### src/rtl/mdu_if.sv
// Handshake and data bundle between a requester and the iterative multiply/divide unit.
// The master side drives requests and MTHI/MTLO writes; the slave side returns status and HI/LO.
interface mdu_if;
    logic        start;
    logic [1:0]  op;
    logic [31:0] a;
    logic [31:0] b;
    logic        hi_we;
    logic        lo_we;
    logic [31:0] wdata;
    logic        busy;
    logic        done;
    logic [31:0] hi;
    logic [31:0] lo;

    modport master (
        output start, op, a, b, hi_we, lo_we, wdata,
        input  busy, done, hi, lo
    );

    modport slave (
        input  start, op, a, b, hi_we, lo_we, wdata,
        output busy, done, hi, lo
    );
endinterface

### src/rtl/mdu_iter.sv
// Iterative 32-bit multiply/divide unit with HI/LO result registers.
// Each operation takes a fixed 34 cycles: 32 bit-serial steps followed by 2 sign-fixup cycles.
module mdu_iter (
    input  logic clk,
    input  logic rst,
    mdu_if.slave bus
);
    typedef enum logic [1:0] {
        IDLE = 2'd0,
        CALC = 2'd1,
        FIX  = 2'd2
    } state_t;

    state_t      state_q, state_d;
    logic [5:0]  cnt_q, cnt_d;
    logic        div_q, div_d;
    logic        neg_lo_q, neg_lo_d;
    logic        neg_hi_q, neg_hi_d;
    logic        bzero_q, bzero_d;
    logic [31:0] a_raw_q, a_raw_d;
    logic [31:0] opnd_q, opnd_d;
    logic [63:0] acc_q, acc_d;
    logic [31:0] hi_q, hi_d;
    logic [31:0] lo_q, lo_d;
    logic        done_q, done_d;

    logic        in_signed_s;
    logic        in_div_s;
    logic [31:0] abs_a_s;
    logic [31:0] abs_b_s;
    logic [32:0] mul_sum_s;
    logic [32:0] div_sh_s;
    logic        div_ge_s;
    logic [31:0] div_rem_s;

    function automatic logic [31:0] cond_neg32(input logic [31:0] v, input logic n);
        return n ? (~v + 32'd1) : v;
    endfunction

    function automatic logic [63:0] cond_neg64(input logic [63:0] v, input logic n);
        return n ? (~v + 64'd1) : v;
    endfunction

    assign in_signed_s = ~bus.op[0];
    assign in_div_s    = bus.op[1];
    assign abs_a_s     = cond_neg32(bus.a, in_signed_s & bus.a[31]);
    assign abs_b_s     = cond_neg32(bus.b, in_signed_s & bus.b[31]);

    // Multiply step: conditionally add multiplicand to the upper half, then shift the 64-bit accumulator right.
    assign mul_sum_s = {1'b0, acc_q[63:32]} + (acc_q[0] ? {1'b0, opnd_q} : 33'd0);

    // Restoring divide step: shift the next dividend bit into the partial remainder and try the subtraction.
    assign div_sh_s  = {acc_q[63:32], acc_q[31]};
    assign div_ge_s  = (div_sh_s >= {1'b0, opnd_q});
    assign div_rem_s = div_ge_s ? (div_sh_s[31:0] - opnd_q) : div_sh_s[31:0];

    // Next-state, datapath and result-register update logic.
    always_comb begin
        state_d  = state_q;
        cnt_d    = cnt_q;
        div_d    = div_q;
        neg_lo_d = neg_lo_q;
        neg_hi_d = neg_hi_q;
        bzero_d  = bzero_q;
        a_raw_d  = a_raw_q;
        opnd_d   = opnd_q;
        acc_d    = acc_q;
        hi_d     = hi_q;
        lo_d     = lo_q;
        done_d   = 1'b0;

        case (state_q)
            IDLE: begin
                if (bus.start) begin
                    state_d  = CALC;
                    cnt_d    = 6'd0;
                    div_d    = in_div_s;
                    a_raw_d  = bus.a;
                    bzero_d  = (bus.b == 32'd0);
                    neg_lo_d = in_signed_s & (bus.a[31] ^ bus.b[31]);
                    neg_hi_d = in_div_s ? (in_signed_s & bus.a[31])
                                        : (in_signed_s & (bus.a[31] ^ bus.b[31]));
                    if (in_div_s) begin
                        acc_d  = {32'd0, abs_a_s};
                        opnd_d = abs_b_s;
                    end else begin
                        acc_d  = {32'd0, abs_b_s};
                        opnd_d = abs_a_s;
                    end
                end else begin
                    if (bus.hi_we) begin
                        hi_d = bus.wdata;
                    end else begin
                        hi_d = hi_q;
                    end
                    if (bus.lo_we) begin
                        lo_d = bus.wdata;
                    end else begin
                        lo_d = lo_q;
                    end
                end
            end
            CALC: begin
                if (div_q) begin
                    acc_d = {div_rem_s, acc_q[30:0], div_ge_s};
                end else begin
                    acc_d = {mul_sum_s, acc_q[31:1]};
                end
                if (cnt_q == 6'd31) begin
                    state_d = FIX;
                    cnt_d   = 6'd0;
                end else begin
                    cnt_d   = cnt_q + 6'd1;
                end
            end
            FIX: begin
                // First FIX cycle corrects signs in place; second publishes the result.
                if (cnt_q == 6'd0) begin
                    cnt_d = 6'd1;
                    if (!div_q) begin
                        acc_d = cond_neg64(acc_q, neg_lo_q);
                    end else if (bzero_q) begin
                        acc_d = {a_raw_q, 32'hFFFF_FFFF};
                    end else begin
                        acc_d = {cond_neg32(acc_q[63:32], neg_hi_q),
                                 cond_neg32(acc_q[31:0], neg_lo_q)};
                    end
                end else begin
                    hi_d    = acc_q[63:32];
                    lo_d    = acc_q[31:0];
                    done_d  = 1'b1;
                    state_d = IDLE;
                    cnt_d   = 6'd0;
                end
            end
            default: begin
                state_d = IDLE;
                cnt_d   = 6'd0;
            end
        endcase
    end

    // State and datapath registers with synchronous reset.
    always_ff @(posedge clk) begin
        if (rst) begin
            state_q  <= IDLE;
            cnt_q    <= 6'd0;
            div_q    <= 1'b0;
            neg_lo_q <= 1'b0;
            neg_hi_q <= 1'b0;
            bzero_q  <= 1'b0;
            a_raw_q  <= 32'd0;
            opnd_q   <= 32'd0;
            acc_q    <= 64'd0;
            hi_q     <= 32'd0;
            lo_q     <= 32'd0;
            done_q   <= 1'b0;
        end else begin
            state_q  <= state_d;
            cnt_q    <= cnt_d;
            div_q    <= div_d;
            neg_lo_q <= neg_lo_d;
            neg_hi_q <= neg_hi_d;
            bzero_q  <= bzero_d;
            a_raw_q  <= a_raw_d;
            opnd_q   <= opnd_d;
            acc_q    <= acc_d;
            hi_q     <= hi_d;
            lo_q     <= lo_d;
            done_q   <= done_d;
        end
    end

    assign bus.busy = (state_q != IDLE);
    assign bus.done = done_q;
    assign bus.hi   = hi_q;
    assign bus.lo   = lo_q;
endmodule

### src/flat_wrapper.sv
// flat-port wrapper written by rule: the top's interface ports become plain ports
module mdu_iter_flat 
  (clk, rst, bus_start, bus_op, bus_a, bus_b, bus_hi_we, bus_lo_we, bus_wdata, bus_busy, bus_done, bus_hi, bus_lo);
  mdu_if bus_i ();
  input  logic clk;
  input  logic rst;
  input wire logic [$bits(bus_i.start)-1:0] bus_start;
  input wire logic [$bits(bus_i.op)-1:0] bus_op;
  input wire logic [$bits(bus_i.a)-1:0] bus_a;
  input wire logic [$bits(bus_i.b)-1:0] bus_b;
  input wire logic [$bits(bus_i.hi_we)-1:0] bus_hi_we;
  input wire logic [$bits(bus_i.lo_we)-1:0] bus_lo_we;
  input wire logic [$bits(bus_i.wdata)-1:0] bus_wdata;
  output wire logic [$bits(bus_i.busy)-1:0] bus_busy;
  output wire logic [$bits(bus_i.done)-1:0] bus_done;
  output wire logic [$bits(bus_i.hi)-1:0] bus_hi;
  output wire logic [$bits(bus_i.lo)-1:0] bus_lo;
  assign bus_i.start = bus_start;
  assign bus_i.op = bus_op;
  assign bus_i.a = bus_a;
  assign bus_i.b = bus_b;
  assign bus_i.hi_we = bus_hi_we;
  assign bus_i.lo_we = bus_lo_we;
  assign bus_i.wdata = bus_wdata;
  assign bus_busy = bus_i.busy;
  assign bus_done = bus_i.done;
  assign bus_hi = bus_i.hi;
  assign bus_lo = bus_i.lo;
  mdu_iter u_core (.clk(clk), .rst(rst), .bus(bus_i));
endmodule
### config.mk
export PLATFORM = sky130hd
export DESIGN_NAME = mdu_iter_flat
export DESIGN_NICKNAME = d
export VERILOG_FILES = /design/src/rtl/mdu_if.sv /design/src/rtl/mdu_iter.sv /design/src/flat_wrapper.sv
export SDC_FILE = /design/constraint.sdc
export NUM_CORES = 1
export LEC_CHECK = 0
export ABC_AREA = 1
export BUFFER_PORTS_ARGS = -buffer_cell sky130_fd_sc_hd__buf_2
export CELL_PAD_IN_SITES_DETAIL_PLACEMENT = 0
export CELL_PAD_IN_SITES_GLOBAL_PLACEMENT = 1
export CORE_AREA = 2 2 230 232
export CTS_BUF_LIST = sky130_fd_sc_hd__clkbuf_8
export DETAILED_ROUTE_END_ITERATION = 10
export DIE_AREA = 0 0 232 234
export PLACE_DENSITY = 0.86
export SETUP_SLACK_MARGIN = 0.2
export SLEW_MARGIN = 25
export SYNTH_ARGS = -nofsm -noshare
export SYNTH_HDL_FRONTEND = slang
export SYNTH_SLANG_ARGS = --single-unit
export TNS_END_PERCENT = 5
### constraint.sdc
create_clock -name clk -period 2.6 [get_ports clk]
set_input_delay 0.13 -clock clk [delete_from_list [all_inputs] [get_ports clk]]
set_output_delay 0.13 -clock clk [all_outputs]
set_load 0.02 [all_outputs]
==> flow_summary.json <==
{
  "finalWirelength_um": 102000,
  "yosys_warnings": 0,
  "fmax_mhz": 388,
  "hold_ws_ns": 0.0263,
  "worst_setup_path_start_kind": "flop",
  "worst_pin_slew_ns": 0.870,
  "nets": 4195,
  "period_minus_slack_ns": 2.58,
  "total_power_w": 0.0302,
  "cp.required_ns": 3.06,
  "dieWidth_um": 232,
  "grt_util_all_layers_pct": 36.1,
  "drtPass1Iterations": 7,
  "num_vias": 26300,
  "grt_pass1_vias": 24400,
  "synth_ff_type": "dfxtp_1",
  "grt_pass1_wl_um": 148000,
  "synth_cells": 3512,
  "vias_per_cell": 5.57,
  "setup_viol": 0,
  "cts_buffer_depth": 3,
  "drtAntennaViolNets": 0,
  "leakagePower_nw": 13.6,
  "clock_latency_ns": 0.63,
  "syn_area_um2": 20000,
  "synth_top_cell_by_area": "dfxtp_1",
  "max_slew_margin_pct": 42.0,
  "cts_sinks": 205,
  "powerDensity_nw_per_um2": 1100,
  "synth_nets": 3691,
  "start_util_pct": 38.4,
  "ys_seq_elements": 205,
  "drv_cap": 0,
  "clk_pin_slew_ns": 0.06,
  "crit_path_frequent_cell": "nand4_1",
  "slowest_stage": "dfxtp_4",
  "fin_skew_ns": 0.0561,
  "cts_made_buffers": 39,
  "cts_tree": "done",
  "post-route-period-util_pct": 99.1,
  "cp_max_fo": 6,
  "grt-ovfl-total": 0,
  "fp.dieH_um": 234,
  "crit_arrival_ns": 3.03,
  "hp-class": "in -> reg",
  "synth-edff-count": 0,
  "globalplace.congestion": 1.10,
  "drc": 0,
  "hpwlAfterDp_um": 79000,
  "crit_family": "simple AND/OR/NAND/NOR gates",
  "slew_viol_final": 0,
  "rsz0062_at_grt": "true",
  "max-vdd-ir-drop_v": 0.00167,
  "area_growth_pct": 37.5,
  "ys_types": 61,
  "io_buffers": 168,
  "coreArea_um2": 52000,
  "synth_top_area_share_pct": 20.5,
  "status": "completed",
  "slowest_delay_ns": 0.38,
  "antenna_found_initial": 3,
  "wl_per_cell_um": 21.5,
  "crit_buf_inv": 3,
  "critPathKind": "reg -> reg",
  "ios": 169,
  "path_cells": "inv_1, ha_1, buf_4, nand2_2, nor3_2, nand4_1, nor2_4, nor2_4, nand2_8, nand4_1, buf_4, nand4_1, nand2_1, nand2_1, a21oi_1",
  "die_area_um2": 54300,
  "finalHoldViolCount": 0,
  "yosysSeqAreaShare_pct": 20.5,
  "drive_above_1_share_pct": 26.1,
  "async_reset_ff_share_pct": 0,
  "drtIter0Drc": 3349,
  "synth.area.top_cells": "dfxtp_1, nand2_1, inv_1",
  "critPathCaptureType": "flop",
  "htreeDepth": 2,
  "cts_root_buffer": "clkbuf_8",
  "syn_avg_cell_area_um2": 5.69,
  "grt_max_degree": 101,
  "rows": 84
}
-- synth_stat cells, types with 16 or more instances --
library cell,count
a21oi_1,233
nand2_1,1022
a31oi_1,74
clkbuf_1,116
o211ai_1,27
o21ai_0,287
ha_1,74
o21ai_1,20
xor2_1,95
nand4_1,54
dfxtp_1,205
nor2_1,304
xnor2_1,16
nand2_2,21
nor3_1,50
inv_1,495
nand3_1,223
-- power breakdown --
part           switching, W  internal, W
clock network       0.00156      0.00191
logic                0.0140      0.00782
registers          0.000875      0.00405
total                0.0164       0.0138
-- layout by cell type, fill, tap and decap left out, drive strengths merged, types with 16 or more instances in the layout --
cell and instances:
nand2 1046, o21ai 310, buf 546, inv 521, xnor2 16, dlygate4sd3 66
xor2 95, nor3 52, dfxtp 205, a21oi 246, clkbuf 46, o211ai 35
nor2 325, a31oi 74, ha 74, nand3 226, nand4 54
-- through the flow --
step	area [um^2]	std cells	utilization [%]	TNS (ns)	setup slack, ns
4_1_cts	26700	4724	51.2	0	0.153
2_1_floorplan	20000	3512	-	0	0.200
5_1_grt	27500	4730	52.8	-0.326	-0.0843
3_5_place_dp	23900	4572	46.0	-0.919	-0.191
6_report	27500	4731	52.8	0	0.0245
3_3_place_gp	23900	4572	46.0	-0.972	-0.199
-- path summary, 6_finish.rpt --
| check | endpoint | slack (ns) | from | cells past startpoint |
|---|---|---|---|---|
| max | u_core.acc_q[55] | 0.02 | u_core.opnd_q[25] | 15 |
| min reg2reg | u_core.a_raw_q[19] | 0.47 | u_core.a_raw_q[19] | 2 |
| max reg2reg | u_core.acc_q[55] | 0.02 | u_core.opnd_q[25] | 15 |
| min | u_core.cnt_q[0] | 0.03 | bus_start | 5 |
-- cell families after synthesis --
logic type / count (synthesis) / synth area share (%)
AOI/OAI and AO/OA: 727 / 20.5
xor gates and xnor gates: 111 / 4.86
adders and majority gates: 76 / 4.83
buffers and inverters: 664 / 12.8
DFF: 205 / 20.5
and+or+nand+nor: 1729 / 36.4
-- area by class of cell --
type / instances / area [um^2]
clock buffer: 46 / 633
fill: 5279 / 24600
multi-input combinational: 2644 / 15100
tap: 688 / 861
sequential: 205 / 4160
inverter: 514 / 1940
clock inverter: 21 / 178
antenna: 1 / 2.50
timing repair buffer: 612 / 4610
-- worst reg2reg max path: stages (launching register included) --
cell,delay [ns]
dfxtp_4,0.38
inv_1,0.07
ha_1,0.30
buf_4,0.12
nand2_2,0.07
nor3_2,0.17
nand4_1,0.16
nor2_4,0.16
nor2_4,0.08
nand2_8,0.11
nand4_1,0.32
buf_4,0.28
nand4_1,0.06
nand2_1,0.05
nand2_1,0.05
a21oi_1,0.06
-- registers in the layout, indices dropped and copies added, names as in the netlist --
name	count
u_core.state_q	2
u_core.bus.done	1
u_core.opnd_q	32
u_core.bus.hi	32
u_core.neg_hi_q	1
u_core.bus.lo	32
u_core.a_raw_q	32
u_core.cnt_q	6
u_core.bzero_q	1
u_core.neg_lo_q	1
u_core.div_q	1
u_core.acc_q	64
-- metal layers --
metal | vias to the layer above | GRT usage, % | wire, um
li1 | 12400 | - | -
met1 | 12000 | 46.1 | 39500
met2 | 1540 | 56.0 | 43500
met3 | 371 | 6.99 | 10800
met4 | 4 | 23.0 | 7720
met5 | - | 0 | 22
-- what timing repair did --
action / 4_1_cts / 5_1_grt
endpoints found under the hold margin: 100 / 0
gates resized for setup: 253 / 210
hold buffers: 66 / 0
endpoints found under the setup margin: 35 / 56
buffers inserted: 16 / 6
pin swaps: 58 / 70
cloned: 3 / 0
(Power assumes the default switching activity.)
